## config.mk

```make
export PLATFORM = sky130hd
export DESIGN_NAME = axis_uart_link
export DESIGN_NICKNAME = d
export VERILOG_FILES = /design/src/rtl/axis_uart_pkg.sv /design/src/rtl/axis_uart_sync_fifo.sv /design/src/rtl/axis_uart_link.sv
export SDC_FILE = /design/constraint.sdc
export NUM_CORES = 1
export LEC_CHECK = 0
export ABC_AREA = 1
export CORE_ASPECT_RATIO = 0.7
export CORE_MARGIN = 2
export CORE_UTILIZATION = 50
export DETAILED_ROUTE_END_ITERATION = 16
export GPL_ROUTABILITY_DRIVEN = 0
export PLACE_DENSITY = 0.79
export RECOVER_POWER = 50
export SLEW_MARGIN = 20
export SYNTH_ARGS = -nofsm -noshare
export SYNTH_HDL_FRONTEND = slang
export SYNTH_SLANG_ARGS = --single-unit
```

## constraint.sdc

```tcl
create_clock -name clk -period 3.4 [get_ports clk]
set_input_delay 0.68 -clock clk [delete_from_list [all_inputs] [get_ports clk]]
set_output_delay 0.68 -clock clk [all_outputs]
set_load 0.01 [all_outputs]
```

## src/rtl/axis_uart_pkg.sv

```systemverilog
// axis_uart_pkg: shared FSM encodings and baud timing helpers for axis_uart_link
package axis_uart_pkg;
   typedef enum logic [2:0] {
      S_IDLE,
      S_START,
      S_DATA,
      S_PARITY,
      S_STOP,
      S_GAP
   } uart_state_t;

   function automatic int clks_per_bit(input int clk_freq, input int baud);
      return clk_freq / baud;
   endfunction

   function automatic int baud_cnt_width(input int cpb);
      return $clog2(cpb);
   endfunction
endpackage

```

## src/rtl/axis_uart_sync_fifo.sv

```systemverilog
// axis_uart_sync_fifo: synchronous FIFO with registered full/empty/count, no fall-through
module axis_uart_sync_fifo #(
   parameter int WIDTH = 9,
   parameter int DEPTH = 8
) (
   input  logic             clk,
   input  logic             rst,
   input  logic             wr_en,
   input  logic [WIDTH-1:0] wr_data,
   input  logic             rd_en,
   output logic [WIDTH-1:0] rd_data,
   output logic             full,
   output logic             empty,
   output logic [$clog2(DEPTH):0] count
);
   localparam int AW = $clog2(DEPTH);
   logic [WIDTH-1:0] mem [DEPTH];
   logic [AW:0] wr_ptr, rd_ptr, count_n;
   logic wr, rd;
   assign wr = wr_en && !full;
   assign rd = rd_en && !empty;
   assign count_n = count + (AW+1)'(wr) - (AW+1)'(rd);
   assign rd_data = mem[rd_ptr[AW-1:0]];
   // full sits high during reset so the upstream sees no ready until the first clock after release
   always_ff @(posedge clk or negedge rst) begin
      if (!rst) begin
         wr_ptr <= '0;
         rd_ptr <= '0;
         count  <= '0;
         full   <= 1'b1;
         empty  <= 1'b1;
      end else begin
         wr_ptr <= wr_ptr + (AW+1)'(wr);
         rd_ptr <= rd_ptr + (AW+1)'(rd);
         count  <= count_n;
         full   <= count_n == (AW+1)'(DEPTH);
         empty  <= count_n == '0;
      end
   end
   always_ff @(posedge clk) begin
      if (wr) mem[wr_ptr[AW-1:0]] <= wr_data;
   end
endmodule

```

## src/rtl/axis_uart_link.sv

```systemverilog
// axis_uart_link: full-duplex AXI-Stream <-> UART bridge with TX FIFO and sticky RX errors
// Optional parity bit and rx_parity_err port when AXIS_UART_PARITY_EN is defined.
module axis_uart_link
   import axis_uart_pkg::*;
#(
   parameter int DATA_BITS  = 8,
   parameter int FIFO_DEPTH = 8,
   parameter int CLK_FREQ   = 50000000,
   parameter int BAUD       = 115200,
   parameter int STOP_BITS  = 1,
   parameter int IDLE_GAP   = 2
`ifdef AXIS_UART_PARITY_EN
   , parameter bit PARITY_ODD = 1'b0
`endif
) (
   input  logic                 clk,
   input  logic                 rst,
   input  logic [DATA_BITS-1:0] s_axis_tdata,
   input  logic                 s_axis_tvalid,
   input  logic                 s_axis_tlast,
   output logic                 s_axis_tready,
   output logic                 uart_tx,
   input  logic                 uart_rx,
   output logic [DATA_BITS-1:0] m_axis_tdata,
   output logic                 m_axis_tvalid,
   input  logic                 m_axis_tready,
   output logic                 tx_busy,
   output logic                 rx_frame_err,
   output logic                 rx_overrun,
   input  logic                 err_clr
`ifdef AXIS_UART_PARITY_EN
   , output logic               rx_parity_err
`endif
);
`ifdef AXIS_UART_PARITY_EN
   localparam bit PAR_EN = 1'b1;
`else
   localparam bit PAR_EN = 1'b0;
   localparam bit PARITY_ODD = 1'b0;
`endif
   localparam int CPB = clks_per_bit(CLK_FREQ, BAUD);
   localparam int CW = baud_cnt_width(CPB);
   localparam logic [CW-1:0] CPB_LAST = CW'(CPB - 1);
   localparam logic [CW-1:0] HALF_LAST = CW'(CPB / 2 - 1);

   logic fifo_full, fifo_empty, fifo_pop;
   logic [DATA_BITS:0] fifo_dout;
   logic [$clog2(FIFO_DEPTH):0] fifo_count;

   axis_uart_sync_fifo #(.WIDTH(DATA_BITS + 1), .DEPTH(FIFO_DEPTH)) u_fifo (
      .clk     (clk),
      .rst     (rst),
      .wr_en   (s_axis_tvalid),
      .wr_data ({s_axis_tlast, s_axis_tdata}),
      .rd_en   (fifo_pop),
      .rd_data (fifo_dout),
      .full    (fifo_full),
      .empty   (fifo_empty),
      .count   (fifo_count)
   );

   assign s_axis_tready = !fifo_full;

   uart_state_t tx_state, tx_state_n;
   logic [CW-1:0] tx_cnt;
   logic [7:0] tx_bit;
   logic [DATA_BITS-1:0] tx_shift;
   logic tx_last, tx_par, tx_line, tx_tick;
   assign tx_tick = tx_cnt == CPB_LAST;
   assign tx_busy = tx_state != S_IDLE || fifo_count != '0;

   always_comb begin
      tx_state_n = tx_state;
      fifo_pop = 1'b0;
      case (tx_state)
         S_IDLE: begin
            fifo_pop = !fifo_empty;
            tx_state_n = fifo_empty ? S_IDLE : S_START;
         end
         S_START:  tx_state_n = tx_tick ? S_DATA : S_START;
         S_DATA:   tx_state_n = (tx_tick && tx_bit == 8'(DATA_BITS - 1)) ? (PAR_EN ? S_PARITY : S_STOP) : S_DATA;
         S_PARITY: tx_state_n = tx_tick ? S_STOP : S_PARITY;
         S_STOP:   tx_state_n = !(tx_tick && tx_bit == 8'(STOP_BITS - 1)) ? S_STOP :
                                (tx_last && IDLE_GAP > 0) ? S_GAP : S_IDLE;
         S_GAP:    tx_state_n = (tx_tick && tx_bit == 8'(IDLE_GAP - 1)) ? S_IDLE : S_GAP;
         default:  tx_state_n = S_IDLE;
      endcase
      // line level is computed for the state being entered so uart_tx can be a plain register
      tx_line = tx_state_n == S_START ? 1'b0 :
                tx_state_n == S_DATA ? ((tx_state == S_DATA && tx_tick) ? tx_shift[1] : tx_shift[0]) :
                tx_state_n == S_PARITY ? tx_par : 1'b1;
   end

   always_ff @(posedge clk or negedge rst) begin
      if (!rst) begin
         tx_state <= S_IDLE;
         tx_cnt   <= '0;
         tx_bit   <= '0;
         tx_shift <= '0;
         tx_last  <= 1'b0;
         tx_par   <= 1'b0;
         uart_tx  <= 1'b1;
      end else begin
         tx_state <= tx_state_n;
         tx_cnt   <= (tx_state_n != tx_state || tx_tick) ? '0 : tx_cnt + 1'b1;
         tx_bit   <= tx_state_n != tx_state ? '0 : tx_tick ? tx_bit + 1'b1 : tx_bit;
         uart_tx  <= tx_line;
         if (fifo_pop) begin
            tx_shift <= fifo_dout[DATA_BITS-1:0];
            tx_last  <= fifo_dout[DATA_BITS];
            tx_par   <= ^fifo_dout[DATA_BITS-1:0] ^ PARITY_ODD;
         end else if (tx_state == S_DATA && tx_tick) begin
            tx_shift <= tx_shift >> 1;
         end
      end
   end

   uart_state_t rx_state, rx_state_n;
   logic [CW-1:0] rx_cnt;
   logic [7:0] rx_bit;
   logic [DATA_BITS-1:0] rx_shift;
   logic rx_s1, rx_s2, rx_prev, rx_par_bad, rx_tick, rx_done, rx_good, out_free;
   assign rx_tick  = rx_cnt == CPB_LAST;
   assign rx_done  = rx_state == S_STOP && rx_tick;
   assign rx_good  = rx_done && rx_s2 && !rx_par_bad;
   assign out_free = !m_axis_tvalid || m_axis_tready;

   // GAP doubles as the wait-for-line-high state after a framing error
   always_comb begin
      rx_state_n = rx_state;
      case (rx_state)
         S_IDLE:   rx_state_n = (rx_prev && !rx_s2) ? S_START : S_IDLE;
         S_START:  rx_state_n = rx_cnt != HALF_LAST ? S_START : rx_s2 ? S_IDLE : S_DATA;
         S_DATA:   rx_state_n = (rx_tick && rx_bit == 8'(DATA_BITS - 1)) ? (PAR_EN ? S_PARITY : S_STOP) : S_DATA;
         S_PARITY: rx_state_n = rx_tick ? S_STOP : S_PARITY;
         S_STOP:   rx_state_n = !rx_tick ? S_STOP : rx_s2 ? S_IDLE : S_GAP;
         S_GAP:    rx_state_n = rx_s2 ? S_IDLE : S_GAP;
         default:  rx_state_n = S_IDLE;
      endcase
   end

   always_ff @(posedge clk or negedge rst) begin
      if (!rst) begin
         rx_s1         <= 1'b1;
         rx_s2         <= 1'b1;
         rx_prev       <= 1'b1;
         rx_state      <= S_IDLE;
         rx_cnt        <= '0;
         rx_bit        <= '0;
         rx_shift      <= '0;
         rx_par_bad    <= 1'b0;
         m_axis_tdata  <= '0;
         m_axis_tvalid <= 1'b0;
         rx_frame_err  <= 1'b0;
         rx_overrun    <= 1'b0;
      end else begin
         rx_s1    <= uart_rx;
         rx_s2    <= rx_s1;
         rx_prev  <= rx_s2;
         rx_state <= rx_state_n;
         rx_cnt   <= (rx_state_n != rx_state || rx_tick) ? '0 : rx_cnt + 1'b1;
         rx_bit   <= rx_state_n != rx_state ? '0 : rx_tick ? rx_bit + 1'b1 : rx_bit;
         if (rx_state == S_DATA && rx_tick) rx_shift <= {rx_s2, rx_shift[DATA_BITS-1:1]};
         if (rx_state == S_PARITY && rx_tick) rx_par_bad <= rx_s2 != (^rx_shift ^ PARITY_ODD);
         if (rx_good && out_free) m_axis_tdata <= rx_shift;
         m_axis_tvalid <= (rx_good && out_free) || (m_axis_tvalid && !m_axis_tready);
         rx_frame_err  <= (rx_done && !rx_s2) || (rx_frame_err && !err_clr);
         rx_overrun    <= (rx_good && !out_free) || (rx_overrun && !err_clr);
      end
   end

`ifdef AXIS_UART_PARITY_EN
   always_ff @(posedge clk or negedge rst) begin
      if (!rst) rx_parity_err <= 1'b0;
      else rx_parity_err <= (rx_done && rx_s2 && rx_par_bad) || (rx_parity_err && !err_clr);
   end
`endif
endmodule
```

Yosys cells after proc, flatten, opt, wreduce, memory -nomap -nowiden
Memory sizes are Yosys's and may differ from the RTL's.
Cells that the tools add are included.
- add/subtract/negate cells: 8
- eq/ne operators: 23
- multiplexer cells: 31
- reduce and logical (&&, ||, !) cells: 45
- operators with widths (operator ; number):
    $mux W8 ; 6
    $pmux W3 S6 ; 2
    $mux W3 ; 9
    $logic_and A1 B1 Y1 ; 19
    $add A9 B1 Y9 const B ; 2
    $eq A3 B2 Y1 const B ; 6
    $eq A9 B9 Y1 const B ; 2
    $mux W9 ; 2
    $add A8 B1 Y8 const B ; 2
    $eq A8 B3 Y1 const B ; 2
    $reduce_xor A8 Y1 ; 2
    $add A4 B1 Y4 ; 3
    $eq A3 B3 Y1 const B ; 4
    $eq A3 B1 Y1 const B ; 3
    $mux W1 ; 9
    $ne A9 B8 Y1 const B ; 1
    $eq A8 B1 Y1 const B ; 1
    $logic_not A1 Y1 ; 8
    $logic_not A8 Y1 ; 1
    $logic_or A1 B1 Y1 ; 7
    $logic_not A3 Y1 ; 2
    $mux W2 ; 3
    $ne A3 B3 Y1 ; 2
    $reduce_bool A2 Y1 ; 3
    6 further kinds ; 6
- register bits: 88
- bits in writable memories: 72
- bits of input ports: 15
- output and inout bits: 14
- memories kept: 1
- memories (memory ; words ; width ; read ports ; clocked after memory_dff ; wr ports ; line ; text):
    u_fifo.mem ; 8 ; 9 ; 1 ; 0 ; 1 ; axis_uart_sync_fifo.sv:17 ; logic [WIDTH-1:0] mem [DEPTH];

Longest topological paths before layout
- word-level depth: 8
- gate-level depth with buffers: 18

Modules after synthesis
Synthesis repeated with hierarchy kept, for this count alone.
- cells, all modules: 840
- area total of the unflattened synthesis: 7636.1 µm²
- by module, submodules not included (module ; times used ; cells each ; area each (µm²)):
    axis_uart_link ; 1 ; 466 ; 3886.2
    axis_uart_sync_fifo ; 1 ; 374 ; 3749.8

Least setup slack after synthesis
Ideal clock, no wire load.
- path kind: reg-to-reg
- start: reg tx_state[2]
- end: reg u_fifo.empty
- library setup time: 0.068 ns
- arrival: 2.436 ns
- data required time: 3.332 ns
- slack: 0.896 ns
- stages on the path, launching flop included: 11
- buffers on the path: 1
- cells stage by stage: dfrtp_1 -> buf_6 -> nor4_4 -> ha_1 -> inv_1 -> ha_1 -> inv_1 -> fa_1 -> inv_1 -> or3_1 -> nor2_1
- longest elaborated chain between the ends: 5
- ends and longest elaborated chain (item ; line ; text):
    from (decl) ; axis_uart_link.sv:64 ; uart_state_t tx_state, tx_state_n;
    from (signal assigned) ; axis_uart_link.sv:104 ; tx_state <= tx_state_n;
    $logic_not A3 Y1 ; axis_uart_link.sv:75 ; case (tx_state)
    $mux W1 ; axis_uart_link.sv:75 ;
    $logic_and A1 B1 Y1 ; axis_uart_sync_fifo.sv:21 ; assign rd = rd_en && !empty;
    $sub A4 B1 Y4 ; axis_uart_sync_fifo.sv:22 ; assign count_n = count + (AW+1)'(wr) - (AW+1)'(rd);
    named net u_fifo.count_n[1] ; axis_uart_sync_fifo.sv:18 ; logic [AW:0] wr_ptr, rd_ptr, count_n;
    $logic_not A4 Y1 ; axis_uart_sync_fifo.sv:37 ; empty <= count_n == '0;
    to (signal assigned) ; axis_uart_sync_fifo.sv:31 ; empty <= 1'b1;
    to (signal assigned) ; axis_uart_sync_fifo.sv:37 ;
    to (decl) ; axis_uart_sync_fifo.sv:13 ; output logic empty,
The timed path passes the listed nets, and every way through them passes these cells.
A chain may end at the register's enable or synchronous reset.

==> summary.txt <==
Vias: 5469
Global Route met1 Usage: 29.4%
compound-gate portion of the synthesized area: 4.96%
GRT Max-Usage Layer: met2
wire length per cell: 14.0 um
# Post-CTS Setup Buffers: 0
Peak Freq: 396 MHz
kind of critical path: in -> async
max_slew headroom: -61.3%
clk_skew: 0.00831 ns
DR iter-0 viols: 438
First-pass DRT Iterations: 9
Leak: 3.96 nW
Crit. End Element: asynchronous set/reset pin
total track usage: 20.2%
Pwr Total: 4.85 mW
clk_lat worst skew: 0.42 ns
mapped cell area: 7590 um^2
dpl cells: 1045
number of buffers added on ports: 28
Pwr Density: 561 nW/um^2
Core Area: 14800 um^2
DR DRC count: 0
CP required: 3.94 ns
Clock Tree Root: clkbuf_16
peak supply drop: 0.392 mV
Die Wd: 151 um
Yosys reg bits: 158
Final period util: 74.3%
critical path arrival: 3.06 ns
M3 GR Usage: 5.45%
hold buffers post-CTS: 0
CTS Buf Count: 17
H-tree levels: 4
FP Rows: 37
CTS Buffer Depth: 2
Die H: 107 um
failing checks: max-capacitance violations, max-slew violations
Synth warnings: 0
gr ovfl total: 0
endpoints failing setup: 0
antenna violations before repair: 0
Critical Path, Cell by Cell: clkbuf_1, clkbuf_2
top cells by area, synth: edfxtp_1 28%, dfrtp_1 26%, nand2_1 11%
Synth Flop Type: dfrtp_1
register area share after synthesis: 56.9%
max-slew violation count: 48
mux contribution to synthesized area: 0.148%
sequential cell area: 4320 um^2
CP startpoint kind: input pin
post-synth top area share: 28.5%
fillcell total: 1184
slowest stage delay, CP: 1.68 ns
syn nets: 867
ANT nets after route: 0
area of the multi-input gates: 2620 um^2
xor/xnor cell area share of the yosys netlist: 3.58%
largest net degree at the start of global routing: 48
Worst Max-Slew Pin Slew: 2.42 ns
Fin. Hold Viols: 0
unrepaired setup endpoints after global routing: no
HP Class: reg -> reg
Post-Synth Adder-Cell Area: 3.23%
Resize count post-CTS: 0
EDFF count, synth: 72
Final Non-Filler Cells: 1077
Nets: 903
minimum clock period: 2.53 ns
IO Pins: 29
Antenna Diode Count: 0
dominant cell type by area after synthesis: edfxtp_1
synthesized instance count: 833
status: complete, but fails checks
Crit Path Max Fanout: 47
slowest stage cell, crit path: clkbuf_1
simple-gate share of the synthesized area: 22.8%
DP Wirelength: 10200 um
total negative slack: 0 ns
ys async rst share: 54.4%
Post-Route WL: 15000 um
syn_area_per_cell: 9.11 um^2
Max Cap Violations: 1
die area: 16200 um^2
Synth cell types: 44
fraction of layout instances using a drive strength above 1: 7.82%
clk sink count: 158
Buffers & Inverters on Critical Path: 2
Starting Density: 51.4%
P&R area growth vs syn: 13.9%
clock transition at the registers of the reported paths: 0.07 ns
first-pass GRT wire length: 25200 um
number of global-route vias before repair: 5124
CTS tree: done
delay-heaviest family, CP: buffers and inverters
utilization after layout: 58.6%
Vias/cell: 5.08
largest family of logic cells by synthesized area: simple AND/OR/NAND/NOR gates
met2 GRT Util: 29.8%
[cells by family (layout without fill, tap and decap cells)]
group	Yosys count	in the layout
adders and majority gates	19	19
muxes	1	1
buffers and inverters	157	206
DFF	158	158
AOI/OAI and AO/OA	65	65
and+or+nand+nor	402	402
xor gates and xnor gates	31	31
[report_power, final]
| group | switching (mW) | total [mW] | internal, mW |
|---|---|---|---|
| clock | 0.794 | 1.93 | 1.14 |
| sequential | 0.0785 | 2.29 | 2.21 |
| combinational | 0.415 | 0.630 | 0.214 |
| total | 1.29 | 4.85 | 3.56 |
[path summary, 6_finish.rpt]
kind	start	endpoint	slack [ns]	depth (start not counted)
hold reg to reg	rx_s1	rx_s2	0.36	0
max in group clk	tx_state[2]	u_fifo.full	0.91	9
setup reg to reg	tx_state[2]	u_fifo.full	0.91	9
hold / removal	rx_s1	rx_s2	0.36	0
setup / recovery	rst	u_fifo.count[0]	0.87	2
min in group asynchronous	rst	tx_bit[5]	0.99	1
[layout by cell type, fill, tap and decap left out, types with 5 or more instances in the layout]
master           count
ha_1                18
clkdlybuf4s50_1     16
inv_1              133
xnor2_1             14
o21ai_0             37
dlygate4sd3_1       11
xor2_1              17
inv_6                5
clkbuf_16           19
nand4_1              7
nor2_1              90
buf_4                8
edfxtp_1            72
o21ai_1              6
dfrtp_1             80
dfstp_2              5
nand3_1             56
nand2_1            215
nor3_1              16
[cell usage after synthesis, types with 2 or more instances]
master	n
a21oi_1	4
a21oi_2	4
a31oi_1	2
buf_1	2
buf_2	10
buf_4	4
buf_6	2
clkbuf_1	3
dfrtp_1	80
dfstp_2	6
edfxtp_1	72
ha_1	18
inv_1	133
inv_2	2
nand2_1	215
nand2_2	4
nand3_1	56
nand3_2	2
nand4_1	7
nor2_1	90
nor3_1	16
nor3_2	3
o211ai_1	2
o21ai_0	37
o21ai_1	6
o221ai_1	4
o22ai_1	3
xnor2_1	14
xor2_1	17
[cell type report]
type | instances | share of cell area [%]
Tap cell | 195 | 2.82
Clock buffer | 21 | 5.71
Timing Repair Buffer | 38 | 3.96
Clock inverter | 11 | 1.30
Multi-Input combinational cell | 518 | 30.3
Sequential cell | 158 | 50.0
Inverter | 136 | 5.90
[per-layer routing]
layer	share of wire, %	vias to the layer above	wire, um
met5	0	-	0
met1	48	2572	7170
met3	7.0	20	1060
li1	-	2713	-
met2	44	164	6620
met4	1.2	0	186
[registers in the layout (all words and copies together), names as in the netlist, 8 cells and up]
register and flops:
u_fifo.mem 72, rx_cnt 9, tx_cnt 9, m_axis_tdata 8, rx_bit 8, rx_shift 8
tx_bit 8, tx_shift 8
[per-stage QoR]
step           instance area, um^2  worst slack [ns]  hold WS [ns]
2_1_floorplan                 7590             0.896         0.345
4_1_cts                       8670             0.917         0.266
3_3_place_gp                  8070             0.600         0.345
6_report                      8650             0.872         0.363
3_5_place_dp                  8070             0.576         0.349
5_1_grt                       8650             0.340         0.373
No activity file was read; power rests on OpenSTA's default activity.
